File: config.mk
export PLATFORM = sky130hd
export DESIGN_NAME = compare_serial
export DESIGN_NICKNAME = d
export VERILOG_FILES = /design/src/rtl/cmp_pkg.sv /design/src/rtl/adder_n.sv /design/src/rtl/slice_cmp.sv /design/src/rtl/compare_serial.sv
export SDC_FILE = /design/constraint.sdc
export NUM_CORES = 1
export LEC_CHECK = 0
export CORE_ASPECT_RATIO = 1.4
export CORE_UTILIZATION = 45
export CTS_BUF_LIST = sky130_fd_sc_hd__clkbuf_4 sky130_fd_sc_hd__clkbuf_8 sky130_fd_sc_hd__clkbuf_16
export CTS_CLUSTER_DIAMETER = 120
export DETAILED_ROUTE_END_ITERATION = 10
export DONT_BUFFER_PORTS = 1
export RECOVER_POWER = 25
export SLEW_MARGIN = 25
export SYNTH_ARGS = -nofsm -noshare
export SYNTH_HDL_FRONTEND = slang
export SYNTH_HIERARCHICAL = 1
export SYNTH_SLANG_ARGS = --single-unit
File: constraint.sdc
create_clock -name clk -period 5 [get_ports clk]
set_clock_uncertainty 0.05 [all_clocks]
set_input_delay 0.25 -clock clk [delete_from_list [all_inputs] [get_ports clk]]
set_output_delay 0.25 -clock clk [all_outputs]
set_load 0.1 [all_outputs]
File: src/rtl/cmp_pkg.sv
// cmp_pkg -- shared types for the serial comparator.
//   cmp_op_e    : operation codes accepted on the op port
//   cmp_state_e : controller states, also visible on the dbg_state port
//   idx_width() : width of the slice index register (never below 1 bit)
package cmp_pkg;

    typedef enum logic [1:0] {
        CMP_SLTU = 2'b00,
        CMP_SLT  = 2'b01,
        CMP_EQ   = 2'b10,
        CMP_NE   = 2'b11
    } cmp_op_e;

    typedef enum logic [1:0] {
        ST_IDLE = 2'b00,
        ST_RUN  = 2'b01,
        ST_DONE = 2'b10
    } cmp_state_e;

    // A single slice still needs a 1-bit index so that the register exists.
    function automatic int idx_width(input int ns);
        return (ns > 1) ? $clog2(ns) : 1;
    endfunction

endpackage

File: src/rtl/adder_n.sv
// adder_n -- plain W-bit adder with carry in and carry out.
//   a, b : addends
//   cin  : carry in
//   sum  : low W bits of a + b + cin
//   cout : carry out of the top bit
module adder_n #(
    parameter int W = 8
) (
    input  logic [W-1:0] a,
    input  logic [W-1:0] b,
    input  logic         cin,
    output logic [W-1:0] sum,
    output logic         cout
);

    assign {cout, sum} = {1'b0, a} + {1'b0, b} + {{W{1'b0}}, cin};

endmodule

File: src/rtl/slice_cmp.sv
// slice_cmp -- compares one W-bit slice of two operands.
//   x, y       : slice of the first / second operand
//   signed_top : this is the most significant slice of a signed compare
//   lt         : x < y (unsigned, after the optional sign flip)
//   eq         : x == y
// The compare is the zero-extended subtract x + ~y + 1 done on W+1 bits.
// Bit W of that (W+1)-bit difference is the borrow, and it equals the
// inverse of the carry out of the W-bit adder below, so a W-bit adder is
// enough to produce it.
module slice_cmp #(
    parameter int W = 8
) (
    input  logic [W-1:0] x,
    input  logic [W-1:0] y,
    input  logic         signed_top,
    output logic         lt,
    output logic         eq
);

    logic [W-1:0] msb_mask;
    logic [W-1:0] xs;
    logic [W-1:0] ys;
    logic [W-1:0] diff;
    logic         carry;

    // Flipping both sign bits maps two's-complement order onto unsigned order.
    always_comb begin
        msb_mask        = '0;
        msb_mask[W-1]   = signed_top;
    end

    assign xs = x ^ msb_mask;
    assign ys = y ^ msb_mask;

    adder_n #(.W(W)) u_sub (
        .a    (xs),
        .b    (~ys),
        .cin  (1'b1),
        .sum  (diff),
        .cout (carry)
    );

    assign lt = ~carry;
    assign eq = (diff == '0);

endmodule

File: src/rtl/compare_serial.sv
// compare_serial -- multi-cycle comparator that walks the operands one
// SLICE-bit slice per cycle, most significant slice first, and stops at the
// first slice that differs.
//   clk, rst_n          : clock, asynchronous active-low reset
//   in_valid, in_ready  : request handshake; a, b, op captured on acceptance
//   a, b, op            : operands and operation code (cmp_op_e)
//   out_valid, out_ready: result handshake
//   result              : boolean answer to op
//   lt, eq, gt          : one-hot ordering of a vs b under op's signedness
//   dbg_state           : current controller state
//
// Handshakes: a transfer happens on a rising edge where valid and ready are
// both 1. A producer holding valid keeps its payload stable until then;
// in_ready never depends on in_valid, and out_valid/result/lt/eq/gt stay
// stable from the rise of out_valid until the edge where out_ready is seen.
module compare_serial
    import cmp_pkg::*;
#(
    parameter int N     = 32,
    parameter int SLICE = 8
) (
    input  logic             clk,
    input  logic             rst_n,
    input  logic             in_valid,
    output logic             in_ready,
    input  logic [N-1:0]     a,
    input  logic [N-1:0]     b,
    input  logic [1:0]       op,
    output logic             out_valid,
    input  logic             out_ready,
    output logic             result,
    output logic             lt,
    output logic             eq,
    output logic             gt,
    output cmp_state_e       dbg_state
);

    localparam int NS    = N / SLICE;
    localparam int IDX_W = idx_width(NS);
    localparam logic [IDX_W-1:0] IDX_TOP = IDX_W'(NS - 1);

    if (N % SLICE != 0) begin : g_bad_slice
        $error("compare_serial: N must be a multiple of SLICE");
    end

    cmp_state_e        state_q;
    cmp_state_e        state_d;
    logic [N-1:0]      a_q;
    logic [N-1:0]      b_q;
    cmp_op_e           op_q;
    logic [IDX_W-1:0]  idx_q;
    logic              lt_q;
    logic              eq_q;
    logic              gt_q;
    // Held low through reset and set by the first edge after release, so
    // in_ready stays 0 while rst_n is low even though the state is IDLE.
    logic              alive_q;

    logic              accept;
    logic              s_lt;
    logic              s_eq;
    logic              signed_top;

    assign accept = in_valid && in_ready;

    // The operand registers shift left after each equal slice, so the slice
    // under test is always the top SLICE bits.
    assign signed_top = (op_q == CMP_SLT) && (idx_q == IDX_TOP);

    slice_cmp #(.W(SLICE)) u_slice (
        .x          (a_q[N-1 -: SLICE]),
        .y          (b_q[N-1 -: SLICE]),
        .signed_top (signed_top),
        .lt         (s_lt),
        .eq         (s_eq)
    );

    // State register
    always_ff @(posedge clk or negedge rst_n) begin
        if (!rst_n) begin
            state_q <= ST_IDLE;
            alive_q <= 1'b0;
        end else begin
            state_q <= state_d;
            alive_q <= 1'b1;
        end
    end

    // Next-state logic
    always_comb begin
        state_d = state_q;
        unique case (state_q)
            ST_IDLE: if (accept) state_d = ST_RUN;
            ST_RUN:  if (!s_eq || idx_q == '0) state_d = ST_DONE;
            ST_DONE: if (out_ready) state_d = ST_IDLE;
            default: state_d = ST_IDLE;
        endcase
    end

    // Outputs: everything is forced to 0 outside DONE.
    always_comb begin
        in_ready  = (state_q == ST_IDLE) && alive_q;
        out_valid = 1'b0;
        result    = 1'b0;
        lt        = 1'b0;
        eq        = 1'b0;
        gt        = 1'b0;
        if (state_q == ST_DONE) begin
            out_valid = 1'b1;
            lt        = lt_q;
            eq        = eq_q;
            gt        = gt_q;
            unique case (op_q)
                CMP_SLTU, CMP_SLT: result = lt_q;
                CMP_EQ:            result = eq_q;
                CMP_NE:            result = ~eq_q;
                default:           result = 1'b0;
            endcase
        end
    end

    assign dbg_state = state_q;

    // Datapath: operand capture, slice walk and ordering flags.
    always_ff @(posedge clk or negedge rst_n) begin
        if (!rst_n) begin
            a_q   <= '0;
            b_q   <= '0;
            op_q  <= CMP_SLTU;
            idx_q <= '0;
            lt_q  <= 1'b0;
            eq_q  <= 1'b0;
            gt_q  <= 1'b0;
        end else begin
            if (state_q == ST_IDLE && accept) begin
                a_q   <= a;
                b_q   <= b;
                op_q  <= cmp_op_e'(op);
                idx_q <= IDX_TOP;
                lt_q  <= 1'b0;
                eq_q  <= 1'b0;
                gt_q  <= 1'b0;
            end else if (state_q == ST_RUN) begin
                if (!s_eq) begin
                    lt_q <= s_lt;
                    gt_q <= ~s_lt;
                end else if (idx_q == '0) begin
                    eq_q <= 1'b1;
                end else begin
                    idx_q <= idx_q - 1'b1;
                    a_q   <= a_q << SLICE;
                    b_q   <= b_q << SLICE;
                end
            end
        end
    end

endmodule

==> impl_metrics.ini, run 1 <==
[floorplan]
die_x_um = 76.6
rows = 37
fp.dieArea_mm2 = 0.00816
die_h_um = 106
start_util = 0.471
core_mm2 = 0.00745
ios = 78

[setup_path]
crit_path_start_kind = flop
path_cells = fa_1 -> fa_1 -> a21oi_1 -> o21bai_1 -> xor2_1 -> or4_1 -> nor2_1 -> nor4bb_4 -> nor2_4 -> inv_2 -> o221a_2
max_stage_delay_ns = 0.50
cp.arrival_ns = 4.25
crit_buf_inv = 1
end_kind = flop
cp_max_fo = 35
crit_type = reg -> reg
crit_start = a_q[24]
r2r_start = a_q[24]
cp_common_cell = fa_1
cp.required_ns = 5.23
critPathSlowestCell = or4_1
r2r-end = b_q[8]
r2r.worst_path.cells = 11
path_delay_family = simple AND/OR/NAND/NOR gates
r2r_setup_slack_ns = 0.98

[final_layout]
final_layout_size_suffix_gt1_frac = 0.0857
final_cell_count_no_fill = 482
synthToLayoutAreaGrowth_pct = 24.7
final_cell_mix = dfrtp_1 (73), dlygate4sd3_1 (59), inv_1 (43)
final_util = 0.587
nNetsFinal = 465
fin_area_mm2 = 0.00438
antennaDiodeCount = 0
num-fill-cells = 651
final_common_cell = dfrtp_1

[sta]
setup_violations = 0
rsz0062_at_grt = no
maxSlewHeadroom = 0.367
hold_ws_ns = 0.0221
timing.final.ws_setup_ns = 0.984
worst_pin_slew_ns = 0.956
setup_tns_ns = 0
fmax_ghz = 0.249
fin_crit_sh = 0.803
post-route-min-period_ns = 4.02
hold_viol_final = 0
maxSlewViolCount = 0

[routing]
wirelength_um = 8040
routed_via_density = 5.60
num_vias = 2698
drtIter0Drc = 187
ant_nets = 0
routedWlPerCell_um = 16.7
drt_pass1_iterations = 5
drc = 0

[cts]
cts_tree = yes
htree_levels = 3
numCtsBuffers = 9
postCtsResizedCells = 0
cts_buffer_depth = 2
cts.clk_slew.worst_paths_ns = 0.07
clkLatencyLatePin_ns = 0.34
numClockSinks = 74
root_buffer = clkbuf_8

[global_route]
grt_pass1_vias = 2738
gr-usage-all-layers = 0.214
antenna_found_initial = 0
grt_max_degree = 75
grt_remaining_overflow = 0
grt_pass1_wl_um = 13400

[placed_design]
port_buffers = 0
dpl.hpwl_um = 4930
place_ws_ns = 0.995
gp_congestion = 0.786
placed_cell_area_mm2 = 0.00361
placedCellCount = 410

[logic_synthesis]
syn_nets = 408
ys_ff_latch = 74
synthFlopType = dfrtp_1
synth-async-reset-ratio = 1.00
synth_cells = 327
ys_seq_area_frac = 0.528
synth_area_per_cell_um2 = 10.7
synth_edf_count = 0
ys_types = 43
syn_area_mm2 = 0.00351
yosys_warnings = 6

[min_path]
min_path_type = in -> reg
whs_path_depth = 2
holdCritStartpoint = b[27]
holdPathEnd = b_q[27]

[power_and_ir_drop]
vdd_drop_max_uv = 249
pwr-share-comb = 0.337
switching_power_mw = 0.646
powerDensity_mw_per_mm2 = 432
swShare = 0.342
clkPwrFrac = 0.206
seqPwrFrac = 0.457
p_leak_nw = 1.97
p_total_mw = 1.89
p_int_mw = 1.24

[status]
outcome = finished clean

[run]
drv_cap = 0
[flip-flops by register name (all words and copies together) (netlist names)]
name	flops
lt_q	1
idx_q	2
gt_q	1
alive_q	1
b_q	32
op_q	2
eq_q	1
dbg_state	2
a_q	32
[per-layer routing]
layer / GRT usage / part of all wire
met1: 0.275 / 0.43
met2: 0.349 / 0.51
met3: 0.0369 / 0.044
met4: 0.106 / 0.018
met5: 0 / 0
[cells by family (layout without fill, tap and decap cells)]
group	after synthesis	after routing	synth area share
mux	2	2	0.00642
fa+ha+maj	11	11	0.0435
compound gates	117	117	0.245
other cells	2	2	0.00214
xor+xnor	7	7	0.0175
flops	74	74	0.528
buf+inv	65	123	0.0831
simple gates	49	49	0.0752
[timing repair]
| action | 4_1_cts | 5_1_grt |
|---|---|---|
| hold buffers | 59 | 1 |
| setup buffers | 0 | 0 |
| hold endpoints to repair | 131 | 1 |
[how the worst max path moves through the flow]
stage	slack [ns]	endpoint	cells past startpoint
after global routing	0.76	b_q[8]	11
after global placement	1.04	b_q[8]	11
after CTS	0.96	b_q[8]	11
after detailed placement	1.0	b_q[9]	11
final	0.98	b_q[8]	11
after floorplan	1.23	eq	2
[power groups by stage]
| stage | Clock [mW] | Combinational (mW) | Sequential [mW] |
|---|---|---|---|
| floorplan | 0 | 0.484 | 0.853 |
| global placement | 0 | 0.566 | 0.868 |
| detailed placement | 0 | 0.582 | 0.874 |
| CTS | 0.399 | 0.637 | 0.863 |
| global route | 0.422 | 0.714 | 0.882 |
| finish | 0.388 | 0.637 | 0.864 |
[cell usage after synthesis, types with 3 or more instances]
library cell   n  share of area
a21oi_1        8          0.011
a221o_1       16          0.046
a22o_1        16          0.040
a22oi_1       31          0.066
and2_1         3         0.0053
buf_2         14          0.020
buf_4          4         0.0086
dfrtp_1       74           0.53
ha_1           9          0.032
inv_1         43          0.046
nand2_1        4         0.0043
nand2b_1       5         0.0089
nand3_1        3         0.0043
nor2_1        20          0.021
nor2b_1        3         0.0053
o21ai_0       29          0.041
o21ai_1        3         0.0043
o221a_2        3         0.0096
xnor2_1        4          0.010
xor2_1         3         0.0075
[cell type report]
cell class	instances	area, um^2	area share
Sequential cell	74	1850	0.423
Inverter	45	169	0.0386
Clock inverter	1	5.00	0.00114
Clock buffer	11	145	0.0332
Tap cell	97	121	0.0277
Multi-Input combinational cell	188	1400	0.321
Timing Repair Buffer	66	681	0.155
Power figures use the tool's default switching activity.
==> run 2, diff against run 1 <==
==> constraint.sdc (replaced) <==
create_clock -name clk -period 4 [get_ports clk]
set_clock_uncertainty 0.05 [all_clocks]
set_input_delay 0.2 -clock clk [delete_from_list [all_inputs] [get_ports clk]]
set_output_delay 0.2 -clock clk [all_outputs]
set_load 0.1 [all_outputs]
==> run 2 against run 1 <==
Compared with the run above:
- the run now ends with max-capacitance violations, max-slew violations left
- sequential share of layout area decreased by 1.3 points
- sequential power increased by 24%
- maximum frequency increased by 9.3%
- register-to-register slack got worse by 0.66 ns
- largest cell class unchanged
- largest power group unchanged
- highest routed layer unchanged
==> impl_metrics.ini, run 2 (synthesis gave the netlist of run 1 again) <==
[final_layout]
nNetsFinal = 477
num-fill-cells = 623
synthToLayoutAreaGrowth_pct = 28.5
final_common_cell = dfrtp_1
final_cell_mix = dfrtp_1 (74), dlygate4sd3_1 (66), inv_1 (43)
top_regs = a_q (32), b_q (32)
final_layout_size_suffix_gt1_frac = 0.102
antennaDiodeCount = 0
final_util = 0.605

[placed_design]
gp_congestion = 0.770
place_ws_ns = 0.224
dpl.hpwl_um = 4980
port_buffers = 0

[power_and_ir_drop]
p_leak_nw = 2.03
powerDensity_mw_per_mm2 = 548
vdd_drop_max_uv = 309

[sta]
maxSlewHeadroom = -0.196
post-route-min-period_ns = 3.68
hold_viol_final = 0
worst_pin_slew_ns = 1.79
rsz0062_at_grt = no
fin_crit_sh = 0.919
setup_tns_ns = 0
timing.final.ws_setup_ns = 0.325
fmax_ghz = 0.272
maxSlewViolCount = 75
setup_violations = 0

[global_route]
grt_remaining_overflow = 0
grt_pass1_wl_um = 13800
grt-busiest-layer = met2
gr-usage-all-layers = 0.221
grt_max_degree = 75
grtUsageMet2 = 0.358
antenna_found_initial = 0
grt_use_met1 = 0.291
grt.met3_usage = 0.0352
grt_pass1_vias = 2821

[setup_path]
crit_path_start_kind = flop
r2r.worst_path.cells = 11
cp_max_fo = 19
cp.required_ns = 4.18
crit_type = reg -> reg
cp_common_cell = fa_1
cp.depth = 11
max_stage_delay_ns = 0.49
end_kind = flop
crit_buf_inv = 1
cp.arrival_ns = 3.86
path_cells = fa_1 -> fa_1 -> a21oi_1 -> o21bai_1 -> xor2_1 -> or4_1 -> nor2_1 -> nor4bb_4 -> nor2_4 -> buf_4 -> a221o_1
path_delay_family = simple AND/OR/NAND/NOR gates
critPathSlowestCell = or4_1

[cts]
cts_buffer_depth = 2
root_buffer = clkbuf_8
cts.clk_slew.worst_paths_ns = 0.08
numClockSinks = 74
clkLatencyLatePin_ns = 0.35
cts_setup_buffers = 0
numCtsBuffers = 9
cts_tree = yes
htree_levels = 3

[floorplan]
start_util = 0.471
die_h_um = 106
rows = 37
core_mm2 = 0.00745
fp.dieArea_mm2 = 0.00816
die_x_um = 76.6
ios = 78

[run]
drv_cap = 1

[min_path]
whs_path_depth = 2
min_path_type = in -> reg

[routing]
ant_nets = 0
drtIter0Drc = 180
drc = 0
num_vias = 2720
routed_via_density = 5.46
wirelength_um = 8200
routedWlPerCell_um = 16.5
drt_pass1_iterations = 5

[status]
violations = max-capacitance violations, max-slew violations
outcome = finished, violations left
-- run 2: changes by cell type in the layout (fill, tap and decap cells not counted), sizes merged --
cell         before  now
clkinv            1    2
buf               6   10
bufinv            0    1
clkinvlp          0    3
dlygate4sd3      59   66
-- run 2: per-layer routing --
metal	vias up	part of all wire
li1	1307	-
met1	1325	0.43
met2	73	0.51
met3	15	0.040
met4	0	0.024
met5	-	0
-- run 2: worst paths after layout --
kind	start	to	slack, ns
max in group asynchronous	rst_n	gt_q	2.01
min in group asynchronous	rst_n	a_q[20]	0.81
hold / removal	b[8]	b_q[8]	0.08
setup / recovery	a_q[24]	b_q[22]	0.32
hold reg to reg	b_q[3]	b_q[3]	0.46
setup reg to reg	a_q[24]	b_q[22]	0.32
-- run 2: timing repair --
| item | CTS | global route |
|---|---|---|
| setup endpoints to repair | 0 | 20 |
| gates resized for setup | 0 | 1 |
| hold endpoints to repair | 139 | 0 |
| hold buffers | 67 | 0 |
-- run 2: area by class of cell --
cell class	count	area [um^2]	area share
Clock inverter	6	66.3	0.0147
Tap cell	97	121	0.0269
Sequential cell	74	1850	0.411
Inverter	45	170	0.0377
Timing Repair Buffer	78	766	0.170
Multi-Input combinational cell	188	1400	0.311
Clock buffer	10	131	0.0291
-- run 2: power by group --
group / internal [mW] / switching, mW
Clock: 0.296 / 0.283
Sequential: 0.952 / 0.120
Combinational: 0.374 / 0.446
Total: 1.62 / 0.849
-- run 2: through the flow --
step | hold slack [ns] | cell area [um^2] | std cells | power [mW]
2_1_floorplan | -0.146 | 3510 | 327 | 1.67
3_3_place_gp | -0.144 | 3650 | 415 | 1.80
3_5_place_dp | -0.143 | 3650 | 415 | 1.82
4_1_cts | 0.0627 | 4530 | 498 | 2.48
5_1_grt | 0.0801 | 4510 | 498 | 2.63
6_report | 0.0774 | 4510 | 498 | 2.47
==> run 3, diff against run 2 <==
--- a/config.mk
+++ b/config.mk
@@ -15,5 +15,4 @@
 export SLEW_MARGIN = 25
 export SYNTH_ARGS = -nofsm -noshare
 export SYNTH_HDL_FRONTEND = slang
-export SYNTH_HIERARCHICAL = 1
 export SYNTH_SLANG_ARGS = --single-unit
==> run 3 against run 2 <==
Compared with the run above:
- the flow still finishes with violations (max-capacitance violations, max-slew violations)
- global-route usage down 1.1 points
- flip-flop and latch count unchanged
- combinational power down 6.3%
- die area up 7.0%
- maximum frequency up 24%
- routed wire length up 3.7%
- utilization down 2.8 points
- sequential power up 4%
- synthesized area up 7.2%
- highest routed layer unchanged
==> impl_metrics.ini, run 3 <==
[status]
outcome = finished, violations left
violations = max-capacitance violations, max-slew violations

[cts]
cts_buffer_depth = 2
numCtsBuffers = 9
htree_levels = 3
numClockSinks = 74
postCtsResizedCells = 0
clkLatencyLatePin_ns = 0.33
cts.clk_slew.worst_paths_ns = 0.06
cts_setup_buffers = 0
root_buffer = clkbuf_16
cts_tree = yes
cts_hold_buf = 53

[floorplan]
die_x_um = 79.3
ios = 78
die_h_um = 110
core_mm2 = 0.00815
rows = 39
fp.dieArea_mm2 = 0.00874
start_util = 0.462

[setup_path]
crit_buf_inv = 1
cp.required_ns = 4.12
r2r-end = b_q[31]
r2r_start = a_q[25]
max_stage_delay_ns = 0.69
crit_type = reg -> reg
cp_max_fo = 30
cp.arrival_ns = 3.09
r2r_setup_slack_ns = 1.03
path_delay_family = simple AND/OR/NAND/NOR gates
end_kind = flop
r2r.worst_path.cells = 9
critPathSlowestCell = and4bb_4
path_cells = ha_1 -> nor2b_4 -> o2111a_1 -> nor3_1 -> o211ai_1 -> and4bb_4 -> buf_12 -> mux2i_1 -> a21oi_1
crit_path_start_kind = flop

[logic_synthesis]
synth_cells = 380
synth-async-reset-ratio = 1.00
synth_edf_count = 0
ys_types = 42
synth.area.top_cells = dfrtp_1 (49%), mux2i_1 (13%), a21oi_1 (6.8%)
synth_area_per_cell_um2 = 9.90
syn_nets = 459
ys_seq_area_frac = 0.492
syn_area_mm2 = 0.00376
synth_area_leader_cell = dfrtp_1
yosys_warnings = 0
synthFlopType = dfrtp_1
yosysTopAreaCellShare = 0.492
ys_ff_latch = 74
yosysMostFrequentCell = dfrtp_1
synth_common_cells = dfrtp_1 (74), nor2_1 (54), a21oi_1 (51)

[power_and_ir_drop]
p_leak_nw = 1.98
powerDensity_mw_per_mm2 = 586
vdd_drop_max_uv = 345

[placed_design]
place_ws_ns = 1.05
gp_congestion = 0.931
placedCellCount = 470
dpl.hpwl_um = 5660
port_buffers = 0

[final_layout]
nNetsFinal = 512
final_cell_mix = dfrtp_1 (74), nor2_1 (53), dlygate4sd3_1 (53)
final_util = 0.577
antennaDiodeCount = 0
final_cell_count_no_fill = 540
top_regs = a_q (32), b_q (32)
synthToLayoutAreaGrowth_pct = 25.0
final_common_cell = dfrtp_1
final_layout_size_suffix_gt1_frac = 0.0845

[routing]
ant_nets = 0
drtIter0Drc = 141
routed_via_density = 5.21
num_vias = 2814
drt_pass1_iterations = 4
drc = 0
routedWlPerCell_um = 15.7
wirelength_um = 8500

[global_route]
grt_max_degree = 76
grt_pass1_vias = 2751
antenna_found_initial = 0
grt_pass1_wl_um = 13600
gr-usage-all-layers = 0.210
grt_remaining_overflow = 0

[sta]
worst_pin_slew_ns = 1.79
setup_tns_ns = 0
timing.final.ws_setup_ns = 1.03
rsz0062_at_grt = no
fmax_ghz = 0.337
hold_viol_final = 0
hold_ws_ns = 0.000515
maxSlewHeadroom = -0.195
maxSlewViolCount = 75
setup_violations = 0
fin_crit_sh = 0.743
post-route-min-period_ns = 2.97

[run]
drv_cap = 1

[min_path]
holdCritStartpoint = b[24]
holdPathEnd = b_q[24]
min_path_type = in -> reg
whs_path_depth = 2
==> run 3: cell count changes after synthesis, sizes merged, moves of 3 or more <==
cell,previous run,this run
mux2i,0,50
a21oi,9,51
nand2,4,44
inv,45,12
nor2,21,54
a22oi,31,0
a221o,16,0
a22o,16,0
clkbuf,0,14
buf,20,7
o21ai,32,22
nand3,3,0
o221a,3,0
==> run 3: area by class of cell <==
type,instances,area (um^2)
tap,102,128
multi-input combinational,273,1730
timing repair buffer,63,616
clock inverter,2,60.1
fill,689,3450
inverter,12,45.0
sequential,74,1850
clock buffer,14,269
==> run 3: stage by stage <==
stage	total power, mW	instance area (um^2)
3_3_place_gp	1.82	3840
5_1_grt	2.92	4700
6_report	2.75	4700
2_1_floorplan	1.66	3770
3_5_place_dp	1.84	3840
4_1_cts	2.78	4720
==> run 3: kinds of logic (layout without fill, tap and decap cells) <==
logic type / Yosys count / in the layout / synth area share
AND/OR/NAND/NOR: 121 / 121 / 0.144
AO/OA/AOI/OAI: 86 / 86 / 0.126
flip-flops: 74 / 74 / 0.492
multiplexers: 51 / 51 / 0.136
buffers and inverters: 33 / 91 / 0.0569
adder cells (fa/ha/maj): 9 / 9 / 0.0299
XOR/XNOR: 5 / 5 / 0.0136
other: 1 / 1 / 0.000997
==> run 3: worst max path at each step <==
stage,from,endpoint,slack (ns),cells after the start
after floorplan,dbg_state[1],result,0.31,2
after global placement,a_q[29],b_q[23],1.08,9
after global routing,a_q[25],a_q[23],0.82,9
after detailed placement,a_q[25],b_q[31],1.05,9
final,a_q[25],b_q[31],1.03,9
after CTS,a_q[25],b_q[31],1.03,9
==> run 3: report_power, final <==
group / internal (mW) / switching [mW] / leakage [nW]
logic: 0.344 / 0.423 / 0.974
registers: 0.954 / 0.155 / 0.839
clock network: 0.591 / 0.287 / 0.165
total: 1.89 / 0.865 / 1.98
==> run 3: layer usage <==
layer	wire length (um)	vias to the layer above	global-route usage	share of wire
met5	0	-	0	0
met1	3570	1336	0.248	0.42
met3	283	6	0.0403	0.033
li1	-	1401	-	-
met4	138	0	0.100	0.016
met2	4510	71	0.367	0.53
